$ cat config.mk
export PLATFORM = sky130hd
export DESIGN_NAME = fetch_stage
export DESIGN_NICKNAME = d
export VERILOG_FILES = /design/src/rtl/fetch_stage.sv
export SDC_FILE = /design/constraint.sdc
export NUM_CORES = 1
export LEC_CHECK = 0
export BUFFER_PORTS_ARGS = -buffer_cell sky130_fd_sc_hd__buf_4
export CORE_MARGIN = 2
export CORE_UTILIZATION = 54
export CTS_CLUSTER_DIAMETER = 40
export CTS_CLUSTER_SIZE = 16
export DETAILED_ROUTE_END_ITERATION = 7
export GPL_ROUTABILITY_DRIVEN = 0
export PLACE_DENSITY_LB_ADDON = 0.3
export SETUP_SLACK_MARGIN = 0.3
export SKIP_LAST_GASP = 1
export SYNTH_ARGS = -nofsm -noshare
export SYNTH_HDL_FRONTEND = slang
export SYNTH_SLANG_ARGS = --single-unit
$ cat constraint.sdc
create_clock -name clk -period 3.1 [get_ports clk]
set_input_delay 0.155 -clock clk [delete_from_list [all_inputs] [get_ports clk]]
set_output_delay 0.155 -clock clk [all_outputs]
set_load 0.005 [all_outputs]
$ cat src/rtl/fetch_stage.sv
// fetch_stage: PC, instruction fetch and IF/ID register with immediate-word pre-decode
module fetch_stage #(
  parameter int          PC_W    = 16,
  parameter logic [15:0] IMM_OPS = 16'h00C0
) (
  input  logic            clk,
  input  logic            reset,
  input  logic            stall,
  input  logic            redirect_en,
  input  logic [PC_W-1:0] redirect_pc,
  output logic [PC_W-1:0] imem_addr,
  input  logic [15:0]     imem_rdata,
  output logic [15:0]     instr_out,
  output logic [PC_W-1:0] pc_out,
  output logic            valid_out,
  output logic            imm_flag_out
);
  localparam logic [1:0] S_BOOT = 2'd0;
  localparam logic [1:0] S_RUN  = 2'd1;
  localparam logic [1:0] S_IMM  = 2'd2;
  logic [1:0]      r_state;
  logic [PC_W-1:0] r_pc;
  logic [PC_W-1:0] w_pc_inc;
  logic            w_arm;
  assign imem_addr = r_pc;
  assign w_pc_inc  = r_pc + 1'b1;
  // an immediate word never arms IMM itself
  assign w_arm     = (r_state != S_IMM) && IMM_OPS[imem_rdata[15:12]];
  always_ff @(posedge clk) begin
    if (!reset) begin
      r_state      <= S_BOOT;
      r_pc         <= '0;
      instr_out    <= '0;
      pc_out       <= '0;
      valid_out    <= 1'b0;
      imm_flag_out <= 1'b0;
    end else if (r_state == S_BOOT) begin
      r_pc    <= PC_W'(imem_rdata);
      r_state <= S_RUN;
    end else if (redirect_en) begin
      r_pc         <= redirect_pc;
      r_state      <= S_RUN;
      instr_out    <= '0;
      pc_out       <= '0;
      valid_out    <= 1'b0;
      imm_flag_out <= 1'b0;
    end else if (!stall) begin
      r_pc         <= w_pc_inc;
      r_state      <= w_arm ? S_IMM : S_RUN;
      instr_out    <= imem_rdata;
      pc_out       <= w_pc_inc;
      valid_out    <= 1'b1;
      imm_flag_out <= r_state == S_IMM;
    end
  end
endmodule

# Yosys cells after proc, flatten, opt, wreduce, memory -nomap -nowiden
# Memory sizes are Yosys's and may differ from the RTL's.
# Index checks and enable logic that the tools add are counted.
# Widths: inputs -> output; s select.
totals:
  regBits: 52
  latch_bits: 0
  ram_bits: 0
  romBits: 16
  input_bits: 36
  output_inout_bits: 50
  memories: 1
op_classes:
  addsub: 1
  mul: 0
  div_mod_pow: 0
  order_cmp: 1
  n_eq_ne: 4
  shift: 0
  mux: 15
  n_bitwise: 2
  reduce_logical: 4
mem_list:
  columns: ["memory", "depth", "word_bits", "read_ports", "rd_ports_with_merged_regs", "write_ports", "line", "text"]
  rows:
  - ["(name not given)", 16, 1, 1, 0, 0, "28", "assign w_arm = (r_state != S_IMM) && IMM_OPS[imem_rdata[15:12]];"]
op_table:
  columns: ["cell", "n"]
  rows:
  - ["$mux 16", 6]
  - ["$add 16x1->16 const B", 1]
  - ["$mux 1", 8]
  - ["$lt 4x5->1 const B", 1]
  - ["$ne 3x1->1 const B", 1]
  - ["$reduce_or 3->1", 1]
  - ["$eq 2x2->1 const B", 1]
  - ["$logic_not 2->1", 1]
  - ["$mux 2", 1]
  - ["$ne 2x1->1 const B", 1]
  - ["$ne 2x2->1 const B", 1]
  - ["$not 1->1", 2]
  - ["$reduce_and 2->1", 1]
  - ["$logic_and 1x1->1", 1]

# Longest topological paths before layout
# Gate-level depths: netlist of run 1.
logic_depth:
  ltp_word: 7
  mapped_depth: 6
  depth_no_buf: 5

# Worst setup path after synthesis of run 1
# Ideal clock, no wire load.
synth_timing:
  path_type: "register -> register"
  from: "register r_pc[0], in the netlist imem_addr[0]"
  to: "register pc_out[14]"
  setup_time_ns: 0.121
  arrival_ns: 1.373
  slack_ns: 1.607
  stages_incl_launch_ff: 6
  path_buffers: 0
  period_less_slack_ns: 1.493
  path_cell_list: "dfxtp_1 ha_1 nand3_4 nor4_2 xnor2_1 o2bb2ai_1"
synth_via:
  elab_chain_cells: 3
synth_rtl:
  columns: ["element", "line", "text"]
  rows:
  - ["from (decl)", "22", "logic [PC_W-1:0] r_pc;"]
  - ["from (signal assigned)", "38", "r_pc <= PC_W'(imem_rdata);"]
  - ["from (signal assigned)", "41", "r_pc <= redirect_pc;"]
  - ["from (signal assigned)", "48", "r_pc <= w_pc_inc;"]
  - ["$add 16x1->16", "26", "assign w_pc_inc = r_pc + 1'b1;"]
  - ["$mux 16", "47", "end else if (!stall) begin"]
  - ["$mux 16", "40", "end else if (redirect_en) begin"]
  - ["to (signal assigned)", "51", "pc_out <= w_pc_inc;"]
  - ["to (decl)", "14", "output logic [PC_W-1:0] pc_out,"]
# No other way between the ends. The select of a mux whose other input is x is not followed.
# A chain may end at the register's enable or synchronous reset.

# Worst setup path in the final report of run 1
layout_timing:
  from: "register r_state[1]"
  to: "register pc_out[6]"
layout_via:
  elab_chain_cells: 3
layout_rtl:
  columns: ["element", "line", "text"]
  rows:
  - ["from (decl)", "21", "logic [1:0] r_state;"]
  - ["from (signal assigned)", "49", "r_state <= w_arm ? S_IMM : S_RUN;"]
  - ["$logic_not 2->1", "37", "end else if (r_state == S_BOOT) begin"]
  - ["$not 1->1 (no source line)", null, null]
  - ["$reduce_and 2->1 (no source line)", null, null]
# No other way between the ends.

==> results.txt, run 1 <==
----------------------------------------------------
[Outcome]
  Result of the run ... complete, no violations

[Pwr]
  Power share of the sequential group ... 51.9%
  Switching Power ... 0.375 mW
  Leakage ... 1.28 nW
  Switching part of the total ... 26.3%
  Maximum VDD drop ... 0.270 mV
  Internal power contribution ... 1.05 mW
  Proportion of power drawn by the clock network ... 32.5%
  Fraction of power consumed by combinational cells ... 15.6%
  Total power per unit cell area ... 437 mW/mm2

[Clock network]
  Reg clk slew, reported paths ... 0.10 ns
  Buffer count from post-CTS setup fixing ... 0
  Clock root buffer ... sky130_fd_sc_hd__clkbuf_8
  Clk buf depth ... 2
  Maximum level of the CTS H-tree ... 2
  CTS-repair resized insts ... 0
  CTS Sinks ... 52
  Number of buffers added by the clock tree synthesis step ... 5
  Hold buffer count at cts ... 0
  Clock network latency to the later pin of the worst-skew pair ... 0.30 ns
  Clock tree from TritonCTS ... yes

[Timing]
  Minimum period implied by the final worst setup slack ... 2.04 ns
  Final Setup Violations ... 0
  Final setup skew ... 0.00848 ns
  Slew at the pin closest to its max-slew limit ... 0.970 ns
  Remaining max-slew budget at the tightest pin ... 35.3%
  F_max ... 0.491 GHz
  Post-route setup TNS ... 0 ns
  RSZ-0062 raised after global routing ... no
  Hold Fails Final Rpt ... 0
  Max Transition Viols Final ... 0
  Post-route clock period utilization ... 65.7%

[Setup path]
  Register-to-register setup slack ... 1.06 ns
  Critical R2R Capture ... pc_out[6]
  Worst Setup Path Type ... register to register
  Required time reported for the critical path endpoint ... 3.30 ns
  Worst R2R Start ... r_state[1]
  Arrival time at the worst endpoint ... 2.24 ns
  CP Launch Type ... register
  Kind of capture point of the worst setup path ... register
  Critical path fanouts, max ... 31
  Worst reg-to-reg path cell count ... 4

[Layout]
  Number of fillers in the final layout ... 373
  Proportion of layout cells with a drive suffix above 1 ... 29.2%
  Total area of multi-input combinational cells ... 0.00137 mm2
  Number of inserted diodes ... 0
  Reg area ... 0.00104 mm2
  Area overhead of the layout relative to synthesis ... 28.1%
  Final-stage net count ... 403
  Non-filler instance count after layout ... 419

[Synth]
  Most used DFF post-synth ... sky130_fd_sc_hd__dfxtp_1
  EDFF count, synth ... 0
  Fraction of registers with async set or reset after synthesis ... 0%
  Register bit total from synthesis ... 52
  Sequential fraction of the synthesis area ... 40.9%
  Synth Warn # ... 0
  Distinct cell type count after synthesis ... 43
  Gate count after technology mapping ... 296
  Post-synthesis area per instance ... 8.60 um2
  Net count after synthesis ... 333
  Cell area after synthesis ... 0.00255 mm2

[Die]
  Vertical die dimension ... 72.7 um
  Placeable Area ... 0.00444 mm2
  Die outline width ... 72.7 um
  Starting density of the core ... 57.3%
  Num rows ... 24
  Die area ... 0.00528 mm2
  Number of placed I/O pins ... 86

[Placement]
  Detailed placer's ending HPWL ... 4.49 mm
  Port Buffers ... 85
  Dpl cells ... 411

[Global routing]
  Total global routing overflow ... 0
  GRT Resource Usage Total ... 24.6%
  Largest net degree at the start of global routing ... 47
  Number of global-route vias before repair ... 2,214
  Initial antenna violation count ... 0
  First-pass GRT wire length ... 10.4 mm

[Flow run]
  Number of max-cap violations ... 0

[Routing]
  DR WL/cell ... 15.8 um
  Antenna Nets Post-Route ... 0
  Vias per cell ... 5.73
  Routed Wire Length ... 6.60 mm
  Via Count ... 2,401
  Number of remaining DRC errors ... 0
  Count of routing violations after the opening detailed-route iteration ... 175
  Pre-antenna DRT Iters ... 4

[Worst hold path]
  Hold path startpoint ... imem_rdata[2]
  Hold Crit Class ... input pin to register
  Hold-critical path endpoint ... imem_addr[2]
  Number of cells on the worst hold path ... 3

----------------------------------------------------
-- power groups by stage --
stage	sequential (mW)	clock, mW	combinational (mW)
4_1_cts	0.739	0.466	0.222
3_5_place_dp	0.754	0	0.220
2_1_floorplan	0.744	0	0.122
3_3_place_gp	0.753	0	0.217
5_1_grt	0.744	0.489	0.243
6_report	0.739	0.463	0.222
-- worst max path at each step --
stage	slack [ns]	from	depth (start not counted)	to
floorplan	1.61	imem_addr[0]	5	pc_out[14]
global placement	1.19	r_state[1]	4	pc_out[6]
detailed placement	1.13	r_state[1]	4	pc_out[6]
CTS	1.09	r_state[0]	4	pc_out[6]
global route	0.90	r_state[1]	4	pc_out[6]
finish	1.06	r_state[1]	4	pc_out[6]
-- cell families after synthesis --
kind of cell | Yosys count | synth area share, %
AND/OR/NAND/NOR | 116 | 24.5
AO/OA/AOI/OAI | 80 | 22.7
flip-flops | 52 | 40.9
buffers and inverters | 29 | 5.21
XOR/XNOR | 16 | 5.50
multiplexers | 2 | 0.786
adder cells (fa/ha/maj) | 1 | 0.491
-- cells in the final DEF, fill, tap and decap left out, types with 2 or more instances in the layout --
cell type | synthesis | routed
sky130_fd_sc_hd__buf_4 | 0 | 87
sky130_fd_sc_hd__nand2_1 | 52 | 52
sky130_fd_sc_hd__dfxtp_1 | 52 | 52
sky130_fd_sc_hd__nand3_1 | 27 | 27
sky130_fd_sc_hd__o211ai_1 | 19 | 19
sky130_fd_sc_hd__a21boi_0 | 18 | 18
sky130_fd_sc_hd__xnor2_1 | 14 | 14
sky130_fd_sc_hd__o2bb2ai_1 | 14 | 14
sky130_fd_sc_hd__o21ai_0 | 9 | 9
sky130_fd_sc_hd__nor3_1 | 6 | 6
sky130_fd_sc_hd__and2_1 | 6 | 6
sky130_fd_sc_hd__o21ai_1 | 5 | 5
sky130_fd_sc_hd__nor4_2 | 5 | 5
sky130_fd_sc_hd__clkbuf_8 | 0 | 5
sky130_fd_sc_hd__inv_1 | 4 | 4
sky130_fd_sc_hd__a21oi_1 | 4 | 4
sky130_fd_sc_hd__nor2_1 | 3 | 3
sky130_fd_sc_hd__nand2b_1 | 3 | 3
sky130_fd_sc_hd__a21boi_1 | 2 | 2
sky130_fd_sc_hd__nand4_4 | 2 | 2
sky130_fd_sc_hd__or3_1 | 2 | 2
sky130_fd_sc_hd__mux2i_1 | 2 | 2
sky130_fd_sc_hd__xor2_1 | 2 | 2
sky130_fd_sc_hd__nand4_1 | 2 | 2
sky130_fd_sc_hd__nor2b_1 | 2 | 2
sky130_fd_sc_hd__a21o_1 | 2 | 2
-- metal layers --
metal | track usage [%] | up-vias | wire length, um
met1 | 33.2 | 1114 | 2920
met3 | 3.73 | 6 | 450
li1 | - | 1187 | -
met5 | 0 | - | 0
met2 | 40.7 | 94 | 3190
met4 | 7.20 | 0 | 48
-- registers in the layout, summed over array words and instances, names as in the netlist --
name	count
imem_addr	16
imm_flag_out	1
instr_out	16
pc_out	16
r_state	2
valid_out	1
-- area by class of cell --
| type | instances | share of cell area (%) |
|---|---|---|
| inverters | 5 | 0.575 |
| multi-input cells | 215 | 42.1 |
| clock buffers | 5 | 2.11 |
| flip-flops and latches | 52 | 31.9 |
| repair buffers | 87 | 20.0 |
| clock inverters | 3 | 1.30 |
| well taps | 52 | 1.99 |
-- cells in the mapped netlist (all sizes together), types with 7 or more instances --
master   count  area (um2)
buf         17        87.6
o21ai       14        70.1
a21boi      20         150
nand3       29         163
clkbuf       7        26.3
xnor2       14         123
o211ai      19         143
dfxtp       52        1040
o2bb2ai     14         123
nand2       52         195
-- stage by stage --
step,util (%),instance area [um2],hold WS [ns],power [mW],setup WS (ns)
global route,73.4,3260,0.0949,1.48,0.895
global placement,70.9,3150,0.395,0.970,1.19
finish,73.4,3260,0.0841,1.42,1.06
CTS,73.4,3260,0.0843,1.43,1.09
floorplan,-,2550,0.285,0.866,1.61
detailed placement,70.9,3150,0.394,0.974,1.13
-- worst max-delay path, stage by stage, from the launching register on --
cell                      delay (ns)
sky130_fd_sc_hd__dfxtp_1        0.39
sky130_fd_sc_hd__or2_1          0.77
sky130_fd_sc_hd__o21ai_1        0.18
sky130_fd_sc_hd__and2_1         0.36
sky130_fd_sc_hd__a21o_1         0.23
Note: power is estimated with default switching activity, not from simulation.
==> run 2: changes to the inputs <==
- CORE_UTILIZATION: 54 -> 50
- clock period: 3.1 -> 1.9 ns (I/O delays scaled with it)
==> run 2 against run 1 <==
Combinational power rose by 76%. Worst setup slack got worse by 0.66 ns. Clock-buffer cell count increased by 3. Wire length up 5.2%. Die area increased by 7.6%. Non-clock buffer count increased by 8. Highest routed layer unchanged. Critical path depth unchanged. Utilization decreased by 4.2 points. Critical endpoint is now imem_addr[5].
==> results.txt, run 2 (same netlist as run 1, synthesis figures left out) <==
----------------------------------------------------
[Outcome]
  Result of the run ... complete, no violations

[Timing]
  Max Transition Viols Final ... 0 (unchanged)
  Hold Fails Final Rpt ... 0 (unchanged)
  Post-route setup TNS ... 0 ns (unchanged)
  F_max ... 0.667 GHz (+36%)
  Minimum period implied by the final worst setup slack ... 1.50 ns (-0.537 ns)
  RSZ-0062 raised after global routing ... yes
  Final setup skew ... 0.00625 ns (-0.00222 ns)
  Post-route clock period utilization ... 78.9% (+13 points)
  Final Setup Violations ... 0 (unchanged)
  Remaining max-slew budget at the tightest pin ... 66.6% (+31 points)
  Slew at the pin closest to its max-slew limit ... 0.501 ns (-0.470 ns)

[Setup path]
  Worst R2R Start ... imem_addr[3]
  Kind of capture point of the worst setup path ... register
  Worst reg-to-reg path cell count ... 4 (unchanged)
  Slowest-stage cell, CP ... sky130_fd_sc_hd__dfxtp_1
  Series of cell instances along the critical path ... nand4_4 -> or3_1 -> a21oi_1 -> nand2b_1
  Cell family with the largest share of critical-path delay ... simple AND/OR/NAND/NOR gates
  Worst Setup Path Type ... register to register
  CP Launch Type ... register
  Register-to-register setup slack ... 0.40 ns (-0.66 ns)
  Largest stage delay on the critical path ... 0.51 ns (-0.26 ns)
  Critical R2R Capture ... imem_addr[5]
  Critical path fanouts, max ... 9 (-71%)
  Required time reported for the critical path endpoint ... 2.14 ns (-1.16 ns)
  Buffers plus inverters on the worst setup path ... 0 (unchanged)
  Arrival time at the worst endpoint ... 1.74 ns (-0.50 ns)

[Routing]
  Routed Wire Length ... 6.94 mm (+5.2%)
  DR WL/cell ... 15.7 um (-0.31%)
  Count of routing violations after the opening detailed-route iteration ... 137 (-22%)
  Pre-antenna DRT Iters ... 4 (unchanged)
  Via Count ... 2,491 (+3.7%)
  Vias per cell ... 5.64 (-1.7%)
  Number of remaining DRC errors ... 0 (unchanged)
  Antenna Nets Post-Route ... 0 (unchanged)

[Clock network]
  Buffer count from post-CTS setup fixing ... 0 (unchanged)
  Clock root buffer ... sky130_fd_sc_hd__clkbuf_8
  Clock tree from TritonCTS ... yes
  Number of buffers added by the clock tree synthesis step ... 5 (unchanged)
  CTS Sinks ... 52 (unchanged)
  Clk buf depth ... 2 (unchanged)
  Maximum level of the CTS H-tree ... 2 (unchanged)
  Clock network latency to the later pin of the worst-skew pair ... 0.30 ns (about the same)
  Reg clk slew, reported paths ... 0.09 ns (about the same)

[Global routing]
  Global route hottest layer ... met2
  First-pass GRT wire length ... 11.3 mm (+8.0%)
  GRT Resource Usage Total ... 25.7% (+1.1 points)
  Global-route met3 utilization ... 4.76% (+1.0 points)
  Largest net degree at the start of global routing ... 36 (-23%)
  Fraction of met1 tracks used by global routing ... 33.0% (-0.22 points)
  Met2 capacity usage during global routing ... 43.9% (+3.2 points)
  Total global routing overflow ... 0 (unchanged)
  Number of global-route vias before repair ... 2,424 (+9.5%)
  Initial antenna violation count ... 0 (unchanged)

[Layout]
  Most common cell after layout, fill and taps aside ... sky130_fd_sc_hd__buf_4
  Post-Route Utilization ... 69.2% (-4.2 points)
  Final-stage net count ... 411 (+2.0%)
  Number of inserted diodes ... 0 (unchanged)
  Area overhead of the layout relative to synthesis ... 30.9%
  Proportion of layout cells with a drive suffix above 1 ... 30.9% (+1.8 points)
  Highest-count cells in the layout ignoring fill and taps ... 95 x sky130_fd_sc_hd__buf_4, 52 x sky130_fd_sc_hd__nand2_1, 50 x sky130_fd_sc_hd__dfxtp_1

[Worst hold path]
  Hold path startpoint ... imem_rdata[2]
  Hold-critical path endpoint ... imem_addr[2]
  Hold Crit Class ... input pin to register
  Number of cells on the worst hold path ... 3 (unchanged)

[Die]
  Num rows ... 25 (+4.2%)
  Number of placed I/O pins ... 86 (unchanged)
  Die area ... 0.00568 mm2 (+7.6%)
  Starting density of the core ... 52.9% (-4.4 points)
  Placeable Area ... 0.00482 mm2 (+8.4%)
  Vertical die dimension ... 75.4 um (+3.7%)
  Die outline width ... 75.4 um (+3.7%)

[Pwr]
  Maximum VDD drop ... 0.417 mV (+55%)
  Total power per unit cell area ... 670 mW/mm2 (+53%)
  Design Power ... 2.23 mW (+57%)
  Leakage ... 1.31 nW (+2.3%)

[Flow run]
  Number of max-cap violations ... 0 (unchanged)

[Placement]
  Port Buffers ... 85 (unchanged)
  Detailed placer's ending HPWL ... 4.97 mm (+11%)

----------------------------------------------------
## run 2: changes by cell type in the layout (fill, tap and decap cells not counted)
cell                         delta
sky130_fd_sc_hd__ha_2           +1
sky130_fd_sc_hd__clkinvlp_4     -1
sky130_fd_sc_hd__dfxtp_1        -2
sky130_fd_sc_hd__nand3_2        -1
sky130_fd_sc_hd__buf_4          +8
sky130_fd_sc_hd__clkbuf_1       +2
sky130_fd_sc_hd__dfxtp_2        +2
sky130_fd_sc_hd__clkinv_2       -1
sky130_fd_sc_hd__ha_1           -1
sky130_fd_sc_hd__bufinv_16      -1
sky130_fd_sc_hd__nand3_4        +1
sky130_fd_sc_hd__clkbuf_8       +1
## run 2: cell type report
type / instances / area [um2]
sequential: 52 / 1040
clock buffer: 8 / 90.1
multi-input combinational: 215 / 1380
inverter: 5 / 18.8
tap: 67 / 83.8
timing repair buffer: 95 / 713
fill: 418 / 1490
## run 2: power by group
part	internal, mW	switching (mW)
registers	1.14	0.0614
clock network	0.298	0.341
logic	0.196	0.195
## run 2: worst max-delay path by stage
stage                 startpoint      endpoint  cells past startpoint
global route        imem_addr[1]  imem_addr[6]                      5
floorplan           imem_addr[0]    pc_out[14]                      5
global placement    imem_addr[1]  imem_addr[6]                      5
CTS                 imem_addr[1]  imem_addr[6]                      5
detailed placement  imem_addr[1]    pc_out[14]                      5
finish              imem_addr[3]  imem_addr[5]                      4
## run 2: repair_timing
item | in CTS | in global routing
hold buffers | 0 | 0
endpoints found under the setup margin | 4 | 14
gates resized for setup | 1 | 3
## run 2: worst reg2reg max path, delay by kind of cell, from the launching register on
kind               cells  cell delay (ns)
DFF                    1             0.51
AOI/OAI and AO/OA      1             0.21
and+or+nand+nor        3             0.73
## run 2: per-stage QoR
stage,hold slack (ns),area [um2],cells,setup slack [ns]
after global routing,0.0437,3330,442,0.294
after detailed placement,0.341,3230,434,0.310
final,0.0390,3330,442,0.400
after floorplan,0.225,2550,296,0.407
after CTS,0.0340,3320,442,0.305
after global placement,0.321,3230,434,0.391
## run 2: per-layer routing
layer	vias up	wire [um]
met5	-	0
met4	0	62
met3	6	573
met2	106	3390
met1	1171	2910
li1	1208	-
